`src/rtl/fp_mult_pipe.sv`:
```
// Three-stage pipelined floating-point multiplier with round-to-nearest-even,
// special-value handling, exception flags, sideband tag tracking and a global stall.
module fp_mult_pipe #(
  parameter int EXP_W = 8,
  parameter int MAN_W = 23,
  parameter int TAG_W = 5
) (
  input  logic                     clk,
  input  logic                     rst,
  input  logic                     stall,
  input  logic                     in_valid,
  input  logic [EXP_W+MAN_W:0]     a,
  input  logic [EXP_W+MAN_W:0]     b,
  input  logic [TAG_W-1:0]         in_tag,
  output logic                     out_valid,
  output logic [EXP_W+MAN_W:0]     res,
  output logic [TAG_W-1:0]         out_tag,
  output logic [3:0]               flags
);

  localparam int W  = 1 + EXP_W + MAN_W;
  localparam int PW = 2 * (MAN_W + 1);
  localparam int XW = EXP_W + 2;
  localparam logic [XW-1:0]        BIAS_X    = XW'((2 ** (EXP_W - 1)) - 1);
  localparam logic signed [XW-1:0] EXP_INF_X = XW'((2 ** EXP_W) - 1);

  typedef enum logic [1:0] {
    CLS_ZERO = 2'd0,
    CLS_NORM = 2'd1,
    CLS_INF  = 2'd2,
    CLS_NAN  = 2'd3
  } cls_e;

  // Denormals are flushed to zero; the sign is handled separately.
  function automatic cls_e classify(input logic [EXP_W+MAN_W-1:0] x);
    logic [EXP_W-1:0] e;
    logic [MAN_W-1:0] f;
    cls_e             c;
    e = x[EXP_W+MAN_W-1:MAN_W];
    f = x[MAN_W-1:0];
    if (e == {EXP_W{1'b0}}) begin
      c = CLS_ZERO;
    end else if (e == {EXP_W{1'b1}}) begin
      c = (f == {MAN_W{1'b0}}) ? CLS_INF : CLS_NAN;
    end else begin
      c = CLS_NORM;
    end
    return c;
  endfunction

  // Stage 1 registers
  logic                v1_r;
  logic [TAG_W-1:0]    tag1_r;
  logic [W-1:0]        a1_r;
  logic [W-1:0]        b1_r;

  // Stage 2 registers
  logic                v2_r;
  logic [TAG_W-1:0]    tag2_r;
  logic                sign2_r;
  logic signed [XW-1:0] exp2_r;
  logic [PW-1:0]       prod2_r;
  logic                nan2_r;
  logic                inf2_r;
  logic                zero2_r;

  // Stage 2 combinational signals
  cls_e                cls_a_s;
  cls_e                cls_b_s;
  logic                nan_s;
  logic                inf_s;
  logic                zero_s;
  logic signed [XW-1:0] exp_sum_s;
  logic [PW-1:0]       prod_s;

  // Stage 3 combinational signals
  logic                msb_s;
  logic [PW-2:0]       norm_s;
  logic [MAN_W-1:0]    frac_s;
  logic                guard_s;
  logic                sticky_s;
  logic                rnd_up_s;
  logic [MAN_W:0]      frac_rnd_s;
  logic signed [XW-1:0] exp_fin_s;
  logic                ovf_s;
  logic                unf_s;
  logic [W-1:0]        res_n_s;
  logic [3:0]          flags_n_s;

  // Stage 1: capture operands, tag and valid.
  always_ff @(posedge clk) begin
    if (rst) begin
      v1_r   <= 1'b0;
      tag1_r <= {TAG_W{1'b0}};
      a1_r   <= {W{1'b0}};
      b1_r   <= {W{1'b0}};
    end else if (!stall) begin
      v1_r   <= in_valid;
      tag1_r <= in_tag;
      a1_r   <= a;
      b1_r   <= b;
    end
  end

  // Operand classification, exponent sum and mantissa product.
  always_comb begin
    cls_a_s   = classify(a1_r[W-2:0]);
    cls_b_s   = classify(b1_r[W-2:0]);
    nan_s     = 1'b0;
    inf_s     = 1'b0;
    zero_s    = 1'b0;
    exp_sum_s = XW'(a1_r[W-2:MAN_W]) + XW'(b1_r[W-2:MAN_W]) - BIAS_X;
    prod_s    = PW'({1'b1, a1_r[MAN_W-1:0]}) * PW'({1'b1, b1_r[MAN_W-1:0]});
    if ((cls_a_s == CLS_NAN) || (cls_b_s == CLS_NAN) ||
        ((cls_a_s == CLS_INF) && (cls_b_s == CLS_ZERO)) ||
        ((cls_a_s == CLS_ZERO) && (cls_b_s == CLS_INF))) begin
      nan_s = 1'b1;
    end else if ((cls_a_s == CLS_INF) || (cls_b_s == CLS_INF)) begin
      inf_s = 1'b1;
    end else if ((cls_a_s == CLS_ZERO) || (cls_b_s == CLS_ZERO)) begin
      zero_s = 1'b1;
    end else begin
      nan_s = 1'b0;
    end
  end

  // Stage 2: hold product, exponent and special-case class.
  always_ff @(posedge clk) begin
    if (rst) begin
      v2_r    <= 1'b0;
      tag2_r  <= {TAG_W{1'b0}};
      sign2_r <= 1'b0;
      exp2_r  <= {XW{1'b0}};
      prod2_r <= {PW{1'b0}};
      nan2_r  <= 1'b0;
      inf2_r  <= 1'b0;
      zero2_r <= 1'b0;
    end else if (!stall) begin
      v2_r    <= v1_r;
      tag2_r  <= tag1_r;
      sign2_r <= a1_r[W-1] ^ b1_r[W-1];
      exp2_r  <= exp_sum_s;
      prod2_r <= prod_s;
      nan2_r  <= nan_s;
      inf2_r  <= inf_s;
      zero2_r <= zero_s;
    end
  end

  // Normalise so the leading one is dropped, then round to nearest even.
  always_comb begin
    msb_s      = prod2_r[PW-1];
    norm_s     = msb_s ? prod2_r[PW-2:0] : {prod2_r[PW-3:0], 1'b0};
    frac_s     = norm_s[PW-2 -: MAN_W];
    guard_s    = norm_s[PW-2-MAN_W];
    sticky_s   = |norm_s[PW-3-MAN_W:0];
    rnd_up_s   = guard_s & (sticky_s | frac_s[0]);
    frac_rnd_s = {1'b0, frac_s} + (MAN_W+1)'(rnd_up_s);
    // A rounding carry leaves the fraction at zero and bumps the exponent.
    exp_fin_s  = exp2_r + XW'(msb_s) + XW'(frac_rnd_s[MAN_W]);
    ovf_s      = (exp_fin_s >= EXP_INF_X);
    unf_s      = exp_fin_s[XW-1] | (exp_fin_s == {XW{1'b0}});
  end

  // Result selection in priority order.
  always_comb begin
    res_n_s   = {sign2_r, exp_fin_s[EXP_W-1:0], frac_rnd_s[MAN_W-1:0]};
    flags_n_s = {3'b000, guard_s | sticky_s};
    if (nan2_r) begin
      res_n_s   = {1'b0, {EXP_W{1'b1}}, 1'b1, {(MAN_W-1){1'b0}}};
      flags_n_s = 4'b1000;
    end else if (inf2_r) begin
      res_n_s   = {sign2_r, {EXP_W{1'b1}}, {MAN_W{1'b0}}};
      flags_n_s = 4'b0000;
    end else if (zero2_r) begin
      res_n_s   = {sign2_r, {(EXP_W+MAN_W){1'b0}}};
      flags_n_s = 4'b0000;
    end else if (ovf_s) begin
      res_n_s   = {sign2_r, {EXP_W{1'b1}}, {MAN_W{1'b0}}};
      flags_n_s = 4'b0101;
    end else if (unf_s) begin
      res_n_s   = {sign2_r, {(EXP_W+MAN_W){1'b0}}};
      flags_n_s = 4'b0011;
    end else begin
      flags_n_s = {3'b000, guard_s | sticky_s};
    end
  end

  // Stage 3: registered outputs.
  always_ff @(posedge clk) begin
    if (rst) begin
      out_valid <= 1'b0;
      out_tag   <= {TAG_W{1'b0}};
      res       <= {W{1'b0}};
      flags     <= 4'b0000;
    end else if (!stall) begin
      out_valid <= v2_r;
      out_tag   <= tag2_r;
      res       <= res_n_s;
      flags     <= flags_n_s;
    end
  end

endmodule
```
`config.mk`:
```
export PLATFORM = sky130hd
export DESIGN_NAME = fp_mult_pipe
export DESIGN_NICKNAME = d
export VERILOG_FILES = /design/src/rtl/fp_mult_pipe.sv
export SDC_FILE = /design/constraint.sdc
export NUM_CORES = 2
export LEC_CHECK = 0
export ABC_AREA = 1
export BUFFER_PORTS_ARGS = -buffer_cell sky130_fd_sc_hd__clkbuf_2
export CORE_ASPECT_RATIO = 1.75
export CORE_UTILIZATION = 57
export DETAILED_ROUTE_END_ITERATION = 8
export PLACE_DENSITY = 0.74
export SLEW_MARGIN = 20
export SYNTH_ARGS = -nofsm -noshare
export SYNTH_HDL_FRONTEND = slang
export SYNTH_SLANG_ARGS = --single-unit
```
`constraint.sdc`:
```
create_clock -name clk -period 8.6 [get_ports clk]
set_clock_uncertainty 0.05 [all_clocks]
set_input_delay 1.29 -clock clk [delete_from_list [all_inputs] [get_ports clk]]
set_output_delay 1.29 -clock clk [all_outputs]
set_load 0.01 [all_outputs]
```
[Word level (Yosys, flattened, before mapping)]
Index checks and enable logic that the tools add are counted.
Operators by class
  add/subtract/negate cells: 5
  $mul: 1
  divide/modulo/power cells: 0
  order comparisons: 1
  equal/unequal tests: 6
  shift-type cells: 0
  multiplexer cells: 23
  bitwise logic cells: 5
  reductions and logical operators: 15
Operators with widths (count)
  $mux 31: 4
  $mul 24x24->48: 1
  $mux 47: 1
  $logic_not 23->1: 2
  $mux 32: 1
  $add 23x1->24: 1
  $reduce_or 23->1: 1
  $add 10x1->10: 2
  $eq 8x8->1 const B: 2
  $logic_not 8->1: 2
  $ge 10x9->1 const B: 1
  $logic_not 10->1: 1
  $mux 2: 5
  $sub 9x7->10 const B: 1
  $add 8x8->9: 1
  $mux 3: 3
  $eq 2x2->1 const B: 4
  $mux 1: 8
  $logic_or 1x1->1: 5
  $logic_not 2->1: 2
  $mux 4: 1
  $or 1x1->1: 3
  $logic_and 1x1->1: 2
  $and 1x1->1: 1
  $xor 1x1->1: 1
Word-level totals
  bits in registers: 180
  latch bits: 0
  RAM bits: 0
  memory bits (read-only): 0
  input bits: 73
  output and inout bits: 42
  logic and storage cells: 72
  memories: 0

[Longest topological paths before layout]
  depth in word-level cells: 13
  depth in mapped cells: 30

[Worst setup path before layout]
No wires, ideal clock.
  kind: register to register
  start point: register a1_r[13]
  end point: register prod2_r[31]
  library setup time: 115 ps
  arrival time: 6037 ps
  required time: 8435 ps
  path slack: 2397 ps
  cell stages (with the launch flop): 29
  path buffers: 2
  period minus slack after synthesis: 6203 ps
  path through: dfxtp_1 > clkbuf_1 > clkbuf_1 > nand2_1 > fa_1 > inv_1 > fa_1 > inv_1 > fa_1 > inv_1 > fa_1 > inv_1 > fa_1 > inv_1 > fa_1 > inv_1 > fa_1 > inv_1 > ha_1 > a21oi_1 > o21ai_0 > a21oi_1 > nor2_1 > nor2_1 > o21ai_0 > nand2_1 > nand2_1 > o21ai_0 > inv_1
On the way
  word-level cells in the longest chain between the ends: 1
RTL lines
  from (decl): RTL line 54  | logic [W-1:0] a1_r;
  from (signal assigned): RTL line 95  | a1_r <= {W{1'b0}};
  $mul 24x24->48: RTL line 113  | prod_s = PW'({1'b1, a1_r[MAN_W-1:0]}) * PW'({1'b1, b1_r[MAN_W-1:0]});
  to (signal assigned): RTL line 134  | prod2_r <= {PW{1'b0}};
  to (signal assigned): RTL line 143  | prod2_r <= prod_s;
  to (decl): RTL line 62  | logic [PW-1:0] prod2_r;
No other way between the ends.
A chain may end at the register's enable or synchronous reset.

[Final worst setup path]
  start point: register a1_r[13]
  end point: register prod2_r[42]
Same word-level chain as after synthesis.

==> flow_metrics.py <==
metrics = {
    "route": {
        "drt_iter0_markers": 1097,
        "vias_per_cell": 5.31,
        "wl_per_cell_um": 17.2,
        "route.detailed.drc": 0,
        "drtAntennaViolNets": 0,
        "firstDrtPassIters": 5,
        "vias": 24100,
        "finalWirelength_um": 78000,
    },
    "timing": {
        "finalMaxSlewViolations": 0,
        "hold_viol_final": 0,
        "period_minus_slack_ps": 7360,
        "whs_ps": 417,
        "tightest_slew_ps": 1130,
        "max_freq_ghz": 0.136,
        "setup-tns-final_ps": 0,
        "finalSetupViolCount": 0,
        "rsz0062_at_grt": "no",
        "min_period_over_period_pct": 85.5,
        "timing.slew.headroom_pct": 24.3,
        "timing.final.ws_setup_ps": 1240,
    },
    "critical_path": {
        "crit_family": "adder cells",
        "path_buf_inv": 5,
        "criticalPathCategory": "register to register",
        "start_kind": "register",
        "worst_path_most_repeated_cell": "fa_1",
        "crit_path_end_kind": "register",
        "crit_chain": "buf_4, nand2_1, fa_1, inv_1, fa_1, fa_1, fa_1, fa_1, fa_1, inv_1, fa_1, inv_1, ha_1, nand2_1, nor2_1, nand2_1, nor4_1, nand3_1, nand4_1, nand3_1, nand2_1, inv_1",
        "required_ps": 8930,
        "cp_slowest_cell": "dfxtp_1",
        "slowest_delay_ps": 890,
        "worstPathMaxFanout": 15,
        "cp_data_arrival_time_ps": 7690,
    },
    "floorplan": {
        "initial_core_util_pct": 58.0,
        "rows": 107,
        "die_x_um": 171,
        "die-area_sq_um": 50700,
        "io_pins": 115,
        "die_h_um": 297,
        "core_area_sq_um": 48900,
    },
    "layout": {
        "area_growth_pct": 5.86,
        "drive_gt1_share_pct": 6.72,
        "diodes": 0,
        "nets": 4618,
        "layout.cells.most_common": "inv_1",
        "design_area_sq_um": 30000,
        "mostFrequentLayoutCells": "inv_1 (1055), nand2_1 (865), fa_1 (484)",
    },
    "power": {
        "power.leakage_nw": 17.1,
        "ir_drop_mv": 0.222,
        "p_per_area_nw_per_um2": 201,
    },
    "logic_synthesis": {
        "synth_edf_count": 0,
        "ys_ff_latch": 180,
        "synth_fp_nets": 4610,
        "synth_seq_area_share_pct": 12.7,
        "yosys_warnings": 0,
        "synthTopCellsByArea": "fa_1 (34%), inv_1 (14%), dfxtp_1 (13%), nand2_1 (11%), ha_1 (8.4%)",
        "syn_avg_cell_area_sq_um": 7.34,
        "synth_area_leader_cell": "fa_1",
        "synth_ff_type": "dfxtp_1",
        "synthArstFlopShare_pct": 0,
        "yosysUniqueCellTypes": 45,
        "syn_area_sq_um": 28300,
        "synth_top_area_share_pct": 34.2,
        "syn-instance-count": 3862,
    },
    "clock_network": {
        "cts_buffer_depth": 2,
        "ctsRootBufferMaster": "clkbuf_16",
        "cts_made_buffers": 17,
        "cts_resized": 0,
        "cts.sinks": 180,
        "clkTransAtPathRegs_ps": 80,
        "ctsHoldBuffers": 0,
        "cts_setup_buffers": 0,
        "ctsHtreeMaxLevel": 4,
        "cts_tree": "built",
        "clk_latency_ps": 490,
    },
    "placement": {
        "post-place-ws_ps": 1430,
        "place_hpwl_um": 64000,
        "port_buffers": 114,
        "place_congestion": 0.988,
        "place_area_sq_um": 29400,
    },
    "grt": {
        "antenna_found_initial": 0,
        "first_global_vias": 25900,
        "grt_max_degree": 103,
        "grt_remaining_overflow": 0,
        "grtUsageTotal_pct": 33.2,
        "grt_pass1_wl_um": 130000,
    },
    "hold_path": {
        "hold_path.class": "register to register",
    },
    "flow_run": {
        "max_cap_viol_count": 0,
    },
    "run_status": {
        "status": "finished clean",
    },
}
layer usage:
metal  track usage (%)  part of all wire (%)
met5                 0                     0
met4              22.1                   7.6
met3              4.64                   4.9
met2              59.9                    52
met1              35.5                    35
synthesized netlist by cell type, types with 2 or more instances:
library cell  number
a21o_1             7
a21oi_1          193
a21oi_2            7
and2_1             2
buf_1              7
buf_2              2
buf_4              2
buf_6              5
clkbuf_1         154
dfxtp_1          180
fa_1             484
ha_1             191
inv_1           1056
inv_2              7
nand2_1          865
nand2_2            5
nand2_4            2
nand3_1           85
nand3_2            2
nand4_1           44
nand4_2            6
nor2_1           247
nor2_2            12
nor2_4             6
nor3_1            12
nor3_2             2
nor4_1             8
o211ai_1           4
o21a_1             6
o21ai_0          190
o21ai_1            9
o21ai_2            9
o21bai_1           3
or2_2              4
xnor2_1            6
xor2_1            29
power by group:
part           leakage (nW)  total [mW]  internal, mW  switching [mW]
clock                 0.294       0.841         0.430           0.411
combinational          15.4        4.12          1.42            2.71
sequential             1.49        1.07         0.945           0.126
per-stage QoR:
stage	total power [mW]	util (%)	std cells
2_1_floorplan	3.85	-	3862
3_3_place_gp	5.16	60.2	4505
3_5_place_dp	5.17	60.2	4505
4_1_cts	6.05	61.4	4537
5_1_grt	6.64	61.4	4537
6_report	6.03	61.4	4537
cell type report:
| cell class | count | area, sq um |
|---|---|---|
| Multi-Input combinational cell | 2447 | 20100 |
| Sequential cell | 180 | 3610 |
| Inverter | 1065 | 4000 |
| Fill cell | 4556 | 18900 |
| Clock inverter | 13 | 158 |
| Tap cell | 654 | 818 |
| Timing Repair Buffer | 159 | 915 |
| Clock buffer | 19 | 453 |
worst reg2reg max path: cells and delay by family, from the launching register on:
family	cells	cell delay (ps)
buffers and inverters	5	580
adder cells (fa/ha/maj)	8	3960
AND/OR/NAND/NOR	9	1780
flip-flops	1	890
registers in the layout (all words and copies together) (netlist names):
name	flops
nan2_r	1
exp2_r	10
flags	4
b1_r	32
tag2_r	5
out_valid	1
v1_r	1
a1_r	32
zero2_r	1
v2_r	1
res	32
inf2_r	1
tag1_r	5
sign2_r	1
out_tag	5
prod2_r	48
worst paths after layout:
kind | from | slack (ps) | depth (start not counted) | endpoint
max | a1_r[13] | 1240 | 22 | prod2_r[42]
min | res[13] | 420 | 2 | res[13]
max reg2reg | a1_r[13] | 1240 | 22 | prod2_r[42]
min reg2reg | res[13] | 420 | 2 | res[13]
cell families after synthesis:
kind of cell    share of synthesized area (%)
flops                                    12.7
simple gates                             19.0
compound gates                           8.03
buf+inv                                  16.5
xor+xnor                                 1.08
fa+ha+maj                                42.6
Note: power is estimated with default switching activity, not from simulation.
